--- src/rtl/pixel_fetch.sv ---
// Fetches 2bpp pixels from a byte-wide synchronous framebuffer and emits a colour index
// aligned (2-cycle latency) with delayed DE/HSYNC/VSYNC.
module pixel_fetch #(
  parameter int          IMG_W      = 160,
  parameter int          IMG_H      = 144,
  parameter int          X_OFF      = 160,
  parameter int          Y_OFF      = 64,
  parameter int          SCALE_LOG2 = 0,
  parameter logic [1:0]  BG_COLOR   = 2'b00,
  parameter int          ADDR_W     = 13
) (
  input  logic              i_clk,
  input  logic              i_rst_n,
  input  logic              i_de,
  input  logic              i_hsync,
  input  logic              i_vsync,
  input  logic [10:0]       i_x,
  input  logic [10:0]       i_y,
  output logic [ADDR_W-1:0] o_addr,
  output logic              o_rd_en,
  input  logic [7:0]        i_rdata,
  output logic [1:0]        o_color,
  output logic              o_de,
  output logic              o_hsync,
  output logic              o_vsync
);

  localparam int         BYTES_PER_ROW = IMG_W / 4;
  localparam logic [11:0] X_LO     = 12'(X_OFF);
  localparam logic [11:0] X_HI     = 12'(X_OFF + (IMG_W << SCALE_LOG2));
  localparam logic [11:0] Y_LO     = 12'(Y_OFF);
  localparam logic [11:0] Y_HI     = 12'(Y_OFF + (IMG_H << SCALE_LOG2));
  localparam logic [1:0]  VREP_MAX = 2'((1 << SCALE_LOG2) - 1);

  logic              x_hit;
  logic              y_above;
  logic              y_hit;
  logic              in_win;
  logic              de_fall;
  logic [10:0]       x_rel;
  logic [10:0]       px;
  logic [ADDR_W-1:0] byte_col;
  logic [ADDR_W-1:0] row_base;
  logic [1:0]        vrep;

  logic              de_s1;
  logic              hsync_s1;
  logic              vsync_s1;
  logic              win_s1;
  logic [1:0]        sel_s1;
  logic              win_s2;
  logic [1:0]        sel_s2;
  logic [1:0]        field;

  // With the window starting at line 0 there is no region above it to resync in.
  if (Y_OFF == 0) begin : g_no_above
    assign y_above = 1'b0;
  end else begin : g_above
    assign y_above = ({1'b0, i_y} < Y_LO);
  end

  always_comb begin
    x_hit    = ({1'b0, i_x} >= X_LO) && ({1'b0, i_x} < X_HI);
    y_hit    = !y_above && ({1'b0, i_y} < Y_HI);
    in_win   = i_de && x_hit && y_hit;
    x_rel    = i_x - X_LO[10:0];
    px       = x_rel >> SCALE_LOG2;
    byte_col = ADDR_W'(px >> 2);
    de_fall  = de_s1 && !i_de;
  end

  // Row tracking: one source row per 2^SCALE_LOG2 display lines.
  always_ff @(posedge i_clk or negedge i_rst_n) begin
    if (!i_rst_n) begin
      row_base <= '0;
      vrep     <= '0;
    end else if (y_above) begin
      row_base <= '0;
      vrep     <= '0;
    end else if (de_fall && y_hit) begin
      if (vrep == VREP_MAX) begin
        vrep     <= '0;
        row_base <= row_base + ADDR_W'(BYTES_PER_ROW);
      end else begin
        vrep <= vrep + 2'd1;
      end
    end
  end

  always_ff @(posedge i_clk or negedge i_rst_n) begin
    if (!i_rst_n) begin
      o_addr   <= '0;
      o_rd_en  <= 1'b0;
      win_s1   <= 1'b0;
      sel_s1   <= 2'b00;
      de_s1    <= 1'b0;
      hsync_s1 <= 1'b1;
      vsync_s1 <= 1'b1;
    end else begin
      o_rd_en  <= in_win;
      if (in_win) begin
        o_addr <= row_base + byte_col;
      end
      win_s1   <= in_win;
      sel_s1   <= px[1:0];
      de_s1    <= i_de;
      hsync_s1 <= i_hsync;
      vsync_s1 <= i_vsync;
    end
  end

  // Stage 2 lines up with the memory's registered read data.
  always_ff @(posedge i_clk or negedge i_rst_n) begin
    if (!i_rst_n) begin
      win_s2  <= 1'b0;
      sel_s2  <= 2'b00;
      o_de    <= 1'b0;
      o_hsync <= 1'b1;
      o_vsync <= 1'b1;
    end else begin
      win_s2  <= win_s1;
      sel_s2  <= sel_s1;
      o_de    <= de_s1;
      o_hsync <= hsync_s1;
      o_vsync <= vsync_s1;
    end
  end

  always_comb begin
    field = 2'b00;
    case (sel_s2)
      2'd0: field = i_rdata[7:6];
      2'd1: field = i_rdata[5:4];
      2'd2: field = i_rdata[3:2];
      2'd3: field = i_rdata[1:0];
      default: field = 2'b00;
    endcase
    o_color = win_s2 ? field : BG_COLOR;
  end

endmodule

--- config.mk ---
export PLATFORM = sky130hd
export DESIGN_NAME = pixel_fetch
export DESIGN_NICKNAME = d
export VERILOG_FILES = /design/src/rtl/pixel_fetch.sv
export SDC_FILE = /design/constraint.sdc
export NUM_CORES = 1
export LEC_CHECK = 0
export BUFFER_PORTS_ARGS = -buffer_cell sky130_fd_sc_hd__buf_2
export CORE_MARGIN = 1
export CORE_UTILIZATION = 47
export DETAILED_ROUTE_END_ITERATION = 8
export HOLD_SLACK_MARGIN = 0.05
export PLACE_DENSITY = 0.82
export SLEW_MARGIN = 20
export SYNTH_ARGS = -nofsm -noshare
export SYNTH_HDL_FRONTEND = slang
export SYNTH_SLANG_ARGS = --single-unit
--- constraint.sdc ---
create_clock -name i_clk -period 2.4 [get_ports i_clk]
set_clock_uncertainty 0.15 [all_clocks]
set_input_delay 0.48 -clock i_clk [delete_from_list [all_inputs] [get_ports i_clk]]
set_output_delay 0.48 -clock i_clk [all_outputs]
set_load 0.005 [all_outputs]
; ---- After elaboration in Yosys (flattened, before gate mapping)
; Cells that the tools add are included.
[totals]
regBits = 40
inputBits = 35
elab_cells = 45
[op_classes]
n_addsub = 4
n_lt_le_gt_ge = 4
eq_ne = 3
muxes = 8
reduce_logical = 13
[op_table]
columns = cell, n
row1 = $mux W13, 3
row2 = $add A13 B6 Y13 const B, 1
row3 = $add A13 B9 Y13, 1
row4 = $ge A11 B8 Y1 const B, 1
row5 = $lt A11 B7 Y1 const B, 1
row6 = $lt A11 B8 Y1 const B, 1
row7 = $lt A11 B9 Y1 const B, 1
row8 = $sub A11 B8 Y11 const B, 1
row9 = $mux W2, 4
row10 = $pmux W2 S4, 1
row11 = $logic_and A1 B1 Y1, 6
row12 = $eq A2 B2 Y1 const B, 2
row13 = $logic_not A2 Y1, 2
row14 = $reduce_bool A2 Y1, 2
row15 = $add A2 B1 Y2 const B, 1
row16 = $eq A2 B1 Y1 const B, 1
row17 = $logic_not A1 Y1, 2
row18 = $reduce_and A2 Y1, 1

; ---- Logic depth before layout (Yosys ltp)
; Gate-level depths: netlist of run 1.
[depth]
ltp_word = 6
depth_mapped = 11

; ---- Least setup slack after synthesis of run 1
; OpenSTA, ideal clock, no wires.
[synth_path]
path_kind = in2reg
from = in i_x[5]
to = reg o_addr[12]
setup_time_ns = 0.082
arrival_ns = 2.487
t_required_ns = 2.168
path_slack_ns = -0.319
stages = 9
path_cell_list = inv_1 > ha_1 > inv_1 > ha_1 > a21o_1 > a221oi_2 > o21ai_0 > or3b_2 > a31oi_1
[synth_between]
elab_chain_cells = 4
word_cells_on_any_way = 7
[synth_rtl]
columns = item, line_no
row1 = start: declaration, 17  ; input logic [10:0] i_x,
row2 = branches (longest 4 deep; another with $add A13 B9 Y13), n/a
row3 = end signal: assignment, 102  ; o_addr <= row_base + byte_col;
row4 = end: declaration, 19  ; output logic [ADDR_W-1:0] o_addr,
; Parallel ways; which one is timed is not known.
; A chain may end at the register's enable or synchronous reset.

; ---- Worst setup path in the final report of run 1
; Ends and elaborated chain as after synthesis.

==> metrics.txt, run 1 <==
synth-to-layout area growth=32.8%; Post-synth ARST share=100%; clk_lat worst skew=0.29 ns; die area=0.00461 mm²; Layout Nets=332; vias per inst=5.43; CP Launch Type=primary input; antenna viol nets, final=0; run status=finished clean; final wirelength=4220 µm; Req. time, crit path=2.46 ns; CP delay by family, top=simple AND/OR/NAND/NOR gates; R2R setup slack=0.35 ns; Final Max Slew Viols=0; Post-CTS Hold Buffers=0; Syn Inst Count=208; initial drt markers=70; Slowest-stage cell, CP=or3b_4; Reg2Reg Depth=6; core area=between 0.004 and 0.005 mm²; Most used DFF post-synth=dfrtp_1; post-synth cell types=between 40 and 50; CP bufs+invs=2; first-pass GRT wire length=7180 µm; die width=67.9 µm; post-synthesis sequential area ratio=45.6%; critical path, cell by cell=clkbuf_4 > inv_12 > ha_4 > nor2b_2 > nor2_1 > xor2_1 > ha_2 > a21oi_2 > o21ai_1 > or3b_4 > a31oi_1; drt first pass iters=4; worst stage delay on the critical path=0.37 ns; period utilisation layout=95.7%; final core utilization=about two thirds; initial antenna violation count=0; drc violations=0; GR Overflow Total=0; Fillers=around 340; warnings from Yosys=0; Worst-Margin Slew=0.794 ns; Port-buffer cells=49; io pins=54; Pwr Total=~1.7 mW; Pwr per Cell Area=623 mW/mm²; Final Hold Violating Endpoints=0; top cell type's share of synthesized area=about two fifths; Synth area leader=dfrtp_1; largest net degree at the start of global routing=38; routed vias=1818; synthesized area per cell=9.81 µm²; Detail Placement HPWL=3300 µm; TritonCTS buffer count=5; RR Endpoint=o_addr[9]$_DFFE_PN0P_; Max Cap Viol=0; Hold WC Path Type=primary input to asynchronous set/reset pin; Die Span Y=67.9 µm; layout cell share with drive strength beyond 1=36.5%; Total GRT Usage=21.3%; syn_nets=256; top cells by area, synth=dfrtp_1 40%, ha_1 8.0%, dfstp_2 5.2%, nand2_1 4.8%, o21ai_0 3.4%; LEAKAGE=1.30 nW; Synth Register Bits=37; Crit. End Element=flip-flop; most used cells in the layout excluding fill and tap cells=48 x buf_2, 33 x dfrtp_1, 26 x nand2_1, 26 x buf_4, 17 x nor2_1; routability cong.=0.792; clock buffer depth=2; top fanout value on the critical path=5; CTS clock-pin slew for the worst setup and hold paths=0.07 ns; clock root cell=clkbuf_8; Cell Area, Synth=0.00204 mm²; antenna cells=0; CTS tree=built; Worst R2R Start=row_base[5]$_DFFE_PN0P_; fmax=0.435 GHz; fin crit period=2.30 ns; Num Clock Sinks=37; WL/cell=12.6 µm; Relative slew margins=47.1%; EDFF count, synth=0; Final setup viols=0; most common cell after layout, fill and taps aside=buf_2; htree depth=2; Peak VDD IR=0.000274 V; vias in the first global route=1752; Setup Crit Path Kind=primary input to flip-flop; Rows=23; Starting Density=49.9%; Data arrival, critical path=around 2.4 ns
==> repair_timing <==
item / CTS / global route
buffers inserted: 0 / 1
setup endpoints to repair: 0 / 5
endpoints found under the hold margin: 0 / 0
gates resized for setup: 0 / 9
==> power by group <==
group	switching, mW	total [mW]	leakage (nW)	internal, mW
Sequential	0.0452	0.732	0.479	0.687
Combinational	0.201	0.404	0.761	0.203
Clock	0.212	0.551	0.0585	0.339
Total	0.458	1.69	1.30	1.23
==> worst reg2reg max path: cells and delay by family (launching register included) <==
| kind | cells | cell delay [ns] |
|---|---|---|
| AO/OA/AOI/OAI | 3 | 0.36 |
| AND/OR/NAND/NOR | 2 | 0.59 |
| flip-flops | 1 | 0.44 |
| adder cells (fa/ha/maj) | 1 | 0.39 |
==> through the flow <==
stage | hold WS, ns | cells | worst slack [ns] | setup TNS (ns) | area (µm²)
2_1_floorplan | 0.0344 | 208 | -0.00682 | -0.00682 | 2080
3_3_place_gp | 0.183 | 326 | -0.219 | -0.853 | 2560
3_5_place_dp | 0.195 | 326 | -0.280 | -1.13 | 2560
4_1_cts | 0.125 | 334 | 0.0219 | 0 | 2670
5_1_grt | 0.117 | 335 | -0.0177 | -0.0254 | 2710
6_report | 0.121 | 335 | 0.103 | 0 | 2710
==> routing by layer <==
metal	routed length, µm	global-route usage [%]	vias up
met5	0	0	-
met3	202	6.33	8
met2	2110	38.7	52
met4	84	8.33	0
li1	-	-	907
met1	1830	23.1	851
==> flip-flops by register name, summed over array words and instances, names as in the netlist, 2 cells and up <==
name / cells
row_base: 10
vrep: 2
sel_s2: 2
sel_s1: 2
o_addr: 13
==> layout make-up <==
type | instances | area, µm² | share of cell area [%]
Sequential cell | 37 | 931 | 34.4
Clock inverter | 1 | 30.0 | 1.11
Tap cell | 50 | 62.6 | 2.31
Multi-Input combinational cell | 159 | 1110 | 41.2
Inverter | 6 | 40.0 | 1.48
Clock buffer | 7 | 86.3 | 3.19
Timing Repair Buffer | 75 | 443 | 16.4
==> Yosys cell counts, types with 4 or more instances <==
master / instances
a21o_1: 4
a21oi_1: 12
clkbuf_1: 6
dfrtp_1: 33
dfstp_2: 4
ha_1: 13
inv_1: 6
nand2_1: 26
nand3_1: 9
nor2_1: 17
nor3_1: 6
o211ai_1: 4
o21ai_0: 14
o31ai_1: 6
xnor2_1: 7
xor2_1: 6
==> cells by family after synthesis <==
logic type | count (synthesis) | synth area share (%)
other cells | 1 | 0.184
compound gates | 49 | 15.3
simple gates | 80 | 20.4
mux | 3 | 2.70
flops | 37 | 45.6
buf+inv | 12 | 2.21
xor+xnor | 13 | 5.58
fa+ha+maj | 13 | 7.98
==> worst max path at each step <==
stage,from,endpoint,slack [ns],cells after the start
4_1_cts,i_x[5],o_addr[11]$_DFFE_PN0P_,0.02,10
5_1_grt,i_x[5],o_addr[12]$_DFFE_PN0P_,-0.02,12
6_report,i_x[5],o_addr[12]$_DFFE_PN0P_,0.10,11
3_3_place_gp,i_x[5],o_addr[11]$_DFFE_PN0P_,-0.22,10
3_5_place_dp,i_x[5],o_addr[11]$_DFFE_PN0P_,-0.28,10
2_1_floorplan,i_x[5],o_addr[12]$_DFFE_PN0P_,-0.007,9
No activity file was read; power rests on OpenSTA's default activity.
==> run 2: changes to the inputs <==
--- a/config.mk
+++ b/config.mk
@@ -7,10 +7,10 @@
 export LEC_CHECK = 0
 export BUFFER_PORTS_ARGS = -buffer_cell sky130_fd_sc_hd__buf_2
 export CORE_MARGIN = 1
-export CORE_UTILIZATION = 47
+export CORE_UTILIZATION = 30
 export DETAILED_ROUTE_END_ITERATION = 8
 export HOLD_SLACK_MARGIN = 0.05
-export PLACE_DENSITY = 0.82
+export PLACE_DENSITY = 0.59
 export SLEW_MARGIN = 20
 export SYNTH_ARGS = -nofsm -noshare
 export SYNTH_HDL_FRONTEND = slang
==> run 2 against run 1 <==
Effect of this change: core utilization shrank 24 points; global-route usage fell by 7.8 points; sequential power barely moved; sequential share of layout area about the same; die area up 55%; clock-buffer cell count increased by 1; power is 8.6% lower; critical path depth shrank 1; clock power down 26%; combinational power about the same; sequential cell count stayed put; the flow now finishes with violations (DRC).
==> metrics.txt, run 2 (synthesis gave the netlist of run 1 again) <==
Req. time, crit path=2.45 ns; met1 usage=17.5%; Pwr Total=1.54 mW; TritonCTS buffer count=5; Die Span Y=84.5 µm; largest net degree at the start of global routing=38; most common cell after layout, fill and taps aside=buf_2; clk_lat worst skew=0.28 ns; run status=finished with violations; period utilisation layout=95.5%; drc violations=3; vias per inst=~5; Peak VDD IR=0.000237 V; clock buffer depth=2; Final Max Slew Viols=0; Final setup viols=0; first-pass GRT wire length=between 7000 and 8000 µm; Final Hold Violating Endpoints=0; routed vias=roughly 1800; GR Overflow Total=0; met2 usage=22.8%; Max Cap Viol=0; antenna viol nets, final=0; area post-placement=0.00261 mm²; Reg with most FFs=o_addr; vias in the first global route=1744; violated checks=DRC; Worst-Margin Slew=0.828 ns; htree depth=2; WL/cell=12.1 µm; Rows=29; LEAKAGE=roughly 1.3 nW; routability cong.=approximately 0.76; fin crit period=~2.3 ns; Port-buffer cells=49; CP Launch Type=primary input; global route hottest layer=met2; fmax=0.436 GHz; Detail Placement HPWL=3460 µm; layout cell share with drive strength beyond 1=35.5%; biggest regs=o_addr x13, row_base x10; Relative slew margins=between 40 and 50%; CTS tree=built; Reg2Reg Depth=6; Post-CTS Hold Buffers=0; most used cells in the layout excluding fill and tap cells=48 x buf_2, 33 x dfrtp_1, 28 x buf_4, 26 x nand2_1, 17 x nor2_1; Total GRT Usage=13.6%; Num Clock Sinks=37; Crit. End Element=flip-flop; drt first pass iters=7; final wirelength=4410 µm; initial drt markers=between 70 and 80; final instance area=0.00271 mm²; initial antenna violation count=0; max reg flops=13; antenna cells=0; Layout Nets=334; CTS clock-pin slew for the worst setup and hold paths=roughly 0.070 ns; die width=84.5 µm; die area=0.00713 mm²; Pwr per Cell Area=569 mW/mm²; clock root cell=clkbuf_8; top fanout value on the critical path=3; Starting Density=31.6%; Setup Crit Path Kind=primary input to flip-flop; Data arrival, critical path=roughly 2.3 ns; synth-to-layout area growth=32.9%; Hold WC Path Type=primary input to asynchronous set/reset pin; io pins=54; core area=between 0.006 and 0.007 mm²; met3 usage in global routing=2.95%
## run 2: cell types whose count changed in the layout (fill, tap and decap cells not counted), sizes merged
cell | before | now
bufinv | 1 | 0
buf | 74 | 76
clkbuf | 8 | 9
## run 2: per-layer routing
| metal | up-vias | wire length [µm] |
|---|---|---|
| met5 | - | 0 |
| met3 | 5 | 153 |
| met1 | 842 | 2140 |
| li1 | 909 | - |
| met2 | 37 | 2070 |
| met4 | 0 | 47 |
## run 2: timing repair
action	in CTS	in global routing
setup buffers	0	1
endpoints found under the setup margin	0	5
resized for setup	0	7
endpoints found under the hold margin	0	0
## run 2: critical path, stage by stage
cell	delay (ns)
clkbuf_4	0.17
inv_12	0.03
ha_4	0.25
inv_2	0.04
ha_4	0.24
a21o_1	0.18
a221oi_2	0.29
o21ai_1	0.12
or3b_4	0.37
a31oi_1	0.16
## run 2: area by class of cell
class,count,area [µm²]
timing repair buffer,77,458
tap,77,96.3
clock buffer,8,80.1
fill,657,3750
inverter,6,40.0
sequential,37,931
multi-input combinational,159,1110
## run 2: through the flow
| step | setup slack (ns) | setup TNS [ns] | instances | utilization, % | hold WS [ns] |
|---|---|---|---|---|---|
| CTS | 0.0386 | 0 | 363 | 41.6 | 0.139 |
| floorplan | -0.00682 | -0.00682 | 208 | - | 0.0344 |
| finish | 0.108 | 0 | 364 | 42.0 | 0.143 |
| global route | -0.00673 | -0.00673 | 364 | 42.0 | 0.130 |
| detailed placement | -0.256 | -1.05 | 355 | 40.4 | 0.186 |
| global placement | -0.220 | -0.917 | 355 | 40.4 | 0.183 |
## run 2: report_power, final
group	switching, mW	internal (mW)
Combinational	0.201	0.204
Sequential	0.0440	0.687
Clock	0.201	0.206
Total	0.446	1.10
## run 2: final timing paths
| kind | from | endpoint | slack, ns |
|---|---|---|---|
| setup / recovery | i_x[5] | o_addr[12]$_DFFE_PN0P_ | 0.11 |
| hold / removal | i_rst_n | vrep[1]$_DFFE_PN0P_ | 0.14 |
| setup reg to reg | row_base[4]$_DFFE_PN0P_ | o_addr[12]$_DFFE_PN0P_ | 0.35 |
| hold reg to reg | sel_s1[1]$_DFF_PN0_ | sel_s2[1]$_DFF_PN0_ | 0.20 |
| max in group asynchronous | i_rst_n | o_de$_DFF_PN0_ | 1.43 |
| min in group i_clk | i_hsync | hsync_s1$_DFF_PN1_ | 0.15 |
==> run 3: changes to the inputs <==
--- a/config.mk
+++ b/config.mk
@@ -5,12 +5,13 @@
 export SDC_FILE = /design/constraint.sdc
 export NUM_CORES = 1
 export LEC_CHECK = 0
+export ABC_AREA = 1
 export BUFFER_PORTS_ARGS = -buffer_cell sky130_fd_sc_hd__buf_2
 export CORE_MARGIN = 1
 export CORE_UTILIZATION = 30
 export DETAILED_ROUTE_END_ITERATION = 8
 export HOLD_SLACK_MARGIN = 0.05
-export PLACE_DENSITY = 0.59
+export PLACE_DENSITY = 0.58
 export SLEW_MARGIN = 20
 export SYNTH_ARGS = -nofsm -noshare
 export SYNTH_HDL_FRONTEND = slang
==> run 3 against run 2 <==
Effect of this change: the run now ends clean; sequential power rose by 0.7%; wire length rose by 6.1%; maximum frequency rose by 5.5%; sequential cell count did not move; worst hold slack got worse by 0.0062 ns; clock power rose by 4%; critical path depth rose by 6; register-to-register slack improved by 0.31 ns; largest cell class unchanged.
==> metrics.txt, run 3 <==
clock root cell=clkbuf_8; critical path, cell by cell=buf_2 > inv_1 > ha_1 > nor2_1 > nor2_1 > xor2_1 > buf_4 > ha_1 > nand2_1 > inv_1 > nand3_1 > nand3_1 > nand2_1 > nand2_1 > nand3_1 > nand2_1; vias in the first global route=1924; Fillers=between 700 and 800; cell mode on critical path=nand2_1; TritonCTS buffer count=5; Post-synth ARST share=between 90% and 100%; max reg flops=13; EDFF count, synth=0; most used cells in the layout excluding fill and tap cells=92 x nand2_1, 49 x buf_2, 35 x inv_1, 33 x dfrtp_1, 29 x nand3_1; Max Cap Viol=0; Final Max Slew Viols=0; syn_nets=340; routability cong.=0.791; first-pass GRT wire length=8070 µm; CTS clock-pin slew for the worst setup and hold paths=0.07 ns; top cells by area, synth=dfrtp_1 36%, nand2_1 15%, ha_1 7.1%, nand3_1 6.3%, inv_1 5.7%; core area=0.00733 mm²; Detail Placement HPWL=3640 µm; vias per inst=~4.4; htree depth=2; WL/cell=10.3 µm; initial drt markers=54; Synth Register Bits=37; most numerous cell in the Yosys netlist=nand2_1; Peak VDD IR=0.000204 V; run status=finished clean; post-synth cell types=30; setup slack after layout=0.227 ns; top cell type's share of synthesized area=35.9%; CP Launch Type=primary input; clk_lat worst skew=about 0.29 ns; Rows=31; worst stage delay on the critical path=0.26 ns; Relative slew margins=43.8%; drt first pass iters=4; period utilisation layout=between 90% and 100%; fin crit period=2.17 ns; LEAKAGE=1.50 nW; top cells by count, synth=92 x nand2_1, 35 x inv_1, 33 x dfrtp_1; drc violations=0; synth-to-layout area growth=21.5%; Setup Crit Path Kind=primary input to flip-flop; final wirelength=4680 µm; Syn Inst Count=292; clock buffer depth=2; antenna cells=0; warnings from Yosys=0; Final setup viols=0; Worst R2R Start=row_base[8]$_DFFE_PN0P_; Req. time, crit path=between 2 and 2.5 ns; Data arrival, critical path=2.21 ns; Hold WC Path Type=primary input to asynchronous set/reset pin; Synth area leader=dfrtp_1; synthesized area per cell=7.88 µm²; GR Overflow Total=0; biggest regs=o_addr x13, row_base x10; Reg with most FFs=o_addr; initial antenna violation count=0; Port-buffer cells=49; Post-CTS Hold Buffers=0; die area=0.00803 mm²; dpl ws=-0.130 ns; most common cell after layout, fill and taps aside=nand2_1; Most used DFF post-synth=dfrtp_1; post-synthesis sequential area ratio=40.4%; CTS tree=built; Num Clock Sinks=37; io pins=between 50 and 60; setup TNS=0 ns; Cell Area, Synth=0.00230 mm²; Starting Density=31.4%; fmax=0.460 GHz; Slowest-stage cell, CP=xor2_1; largest net degree at the start of global routing=38; Die Span Y=around 90 µm; Crit. End Element=flip-flop; routed vias=1990; top fanout value on the critical path=3; antenna viol nets, final=0; Worst-Margin Slew=roughly 0.84 ns; Total GRT Usage=13.2%; layout cell share with drive strength beyond 1=27.6%; Layout Nets=between 400 and 500; CP Launch Point=i_x[5]; Pwr per Cell Area=575 mW/mm²; die width=89.6 µm; Final Hold Violating Endpoints=0
## run 3: changes by cell type after synthesis, sizes merged, moves of 7 or more
cell | previous run | this run
a21oi | 12 | 4
nor2 | 17 | 24
nand3 | 9 | 31
inv | 6 | 36
nand2 | 27 | 100
## run 3: cell type report
class | instances | area [µm²] | area share, %
multi-input cells | 214 | 1200 | 42.8
flip-flops and latches | 37 | 931 | 33.3
repair buffers | 60 | 328 | 11.7
inverters | 36 | 135 | 4.83
well taps | 99 | 124 | 4.43
clock buffers | 6 | 72.6 | 2.60
clock inverters | 2 | 10.0 | 0.358
## run 3: kinds of logic (layout without fill, tap and decap cells)
| kind of cell | count (synthesis) | after routing | synth area share, % |
|---|---|---|---|
| fa+ha+maj | 13 | 13 | 7.07 |
| xor+xnor | 9 | 9 | 3.42 |
| flops | 37 | 37 | 40.4 |
| other cells | 1 | 1 | 0.163 |
| simple gates | 166 | 166 | 33.8 |
| compound gates | 25 | 25 | 7.39 |
| buf+inv | 41 | 104 | 7.77 |
## run 3: worst paths after layout
path | end | slack, ns | depth (start not counted)
setup / recovery | o_addr[11]$_DFFE_PN0P_ | 0.23 | 16
hold / removal | row_base[7]$_DFFE_PN0P_ | 0.14 | 1
setup reg to reg | o_addr[12]$_DFFE_PN0P_ | 0.66 | 8
hold reg to reg | sel_s2[1]$_DFF_PN0_ | 0.20 | 0
max in group asynchronous | o_addr[12]$_DFFE_PN0P_ | 1.43 | 1
min in group i_clk | hsync_s1$_DFF_PN1_ | 0.14 | 1
## run 3: repair_timing
action | 4_1_cts | 5_1_grt
resized for setup | 0 | 1
setup buffers | 0 | 1
endpoints found under the setup margin | 0 | 3
## run 3: worst max-delay path: cells and delay by family
kind          cells  cell delay (ns)
simple gates      9             0.68
fa+ha+maj         2             0.39
buf+inv           4             0.39
xor+xnor          1             0.26
## run 3: metrics by stage
stage / cell area (µm²) / total power [mW] / std cells / utilization [%] / hold WS, ns
CTS: 2790 / 1.63 / 453 / 38.0 / 0.127
global route: 2800 / 1.74 / 454 / 38.1 / 0.120
finish: 2800 / 1.61 / 454 / 38.1 / 0.136
detailed placement: 2700 / 1.20 / 445 / 36.9 / 0.185
floorplan: 2300 / 1.04 / 292 / - / 0.0344
global placement: 2700 / 1.19 / 445 / 36.9 / 0.183
## run 3: report_power, final
| part | internal (mW) | total (mW) | switching [mW] | leakage [nW] |
|---|---|---|---|---|
| combinational | 0.194 | 0.449 | 0.256 | 0.972 |
| sequential | 0.687 | 0.736 | 0.0487 | 0.482 |
| clock | 0.201 | 0.423 | 0.222 | 0.0450 |
## run 3: layer usage
layer  track usage, %  up-vias  share of wire [%]  wire, µm
met5                0        -                  0         0
met4             3.90        0                1.2        58
met3             3.11        5                4.0       188
met2             24.7       33                 49      2300
met1             14.6      898                 46      2140
li1                 -     1054                  -         -
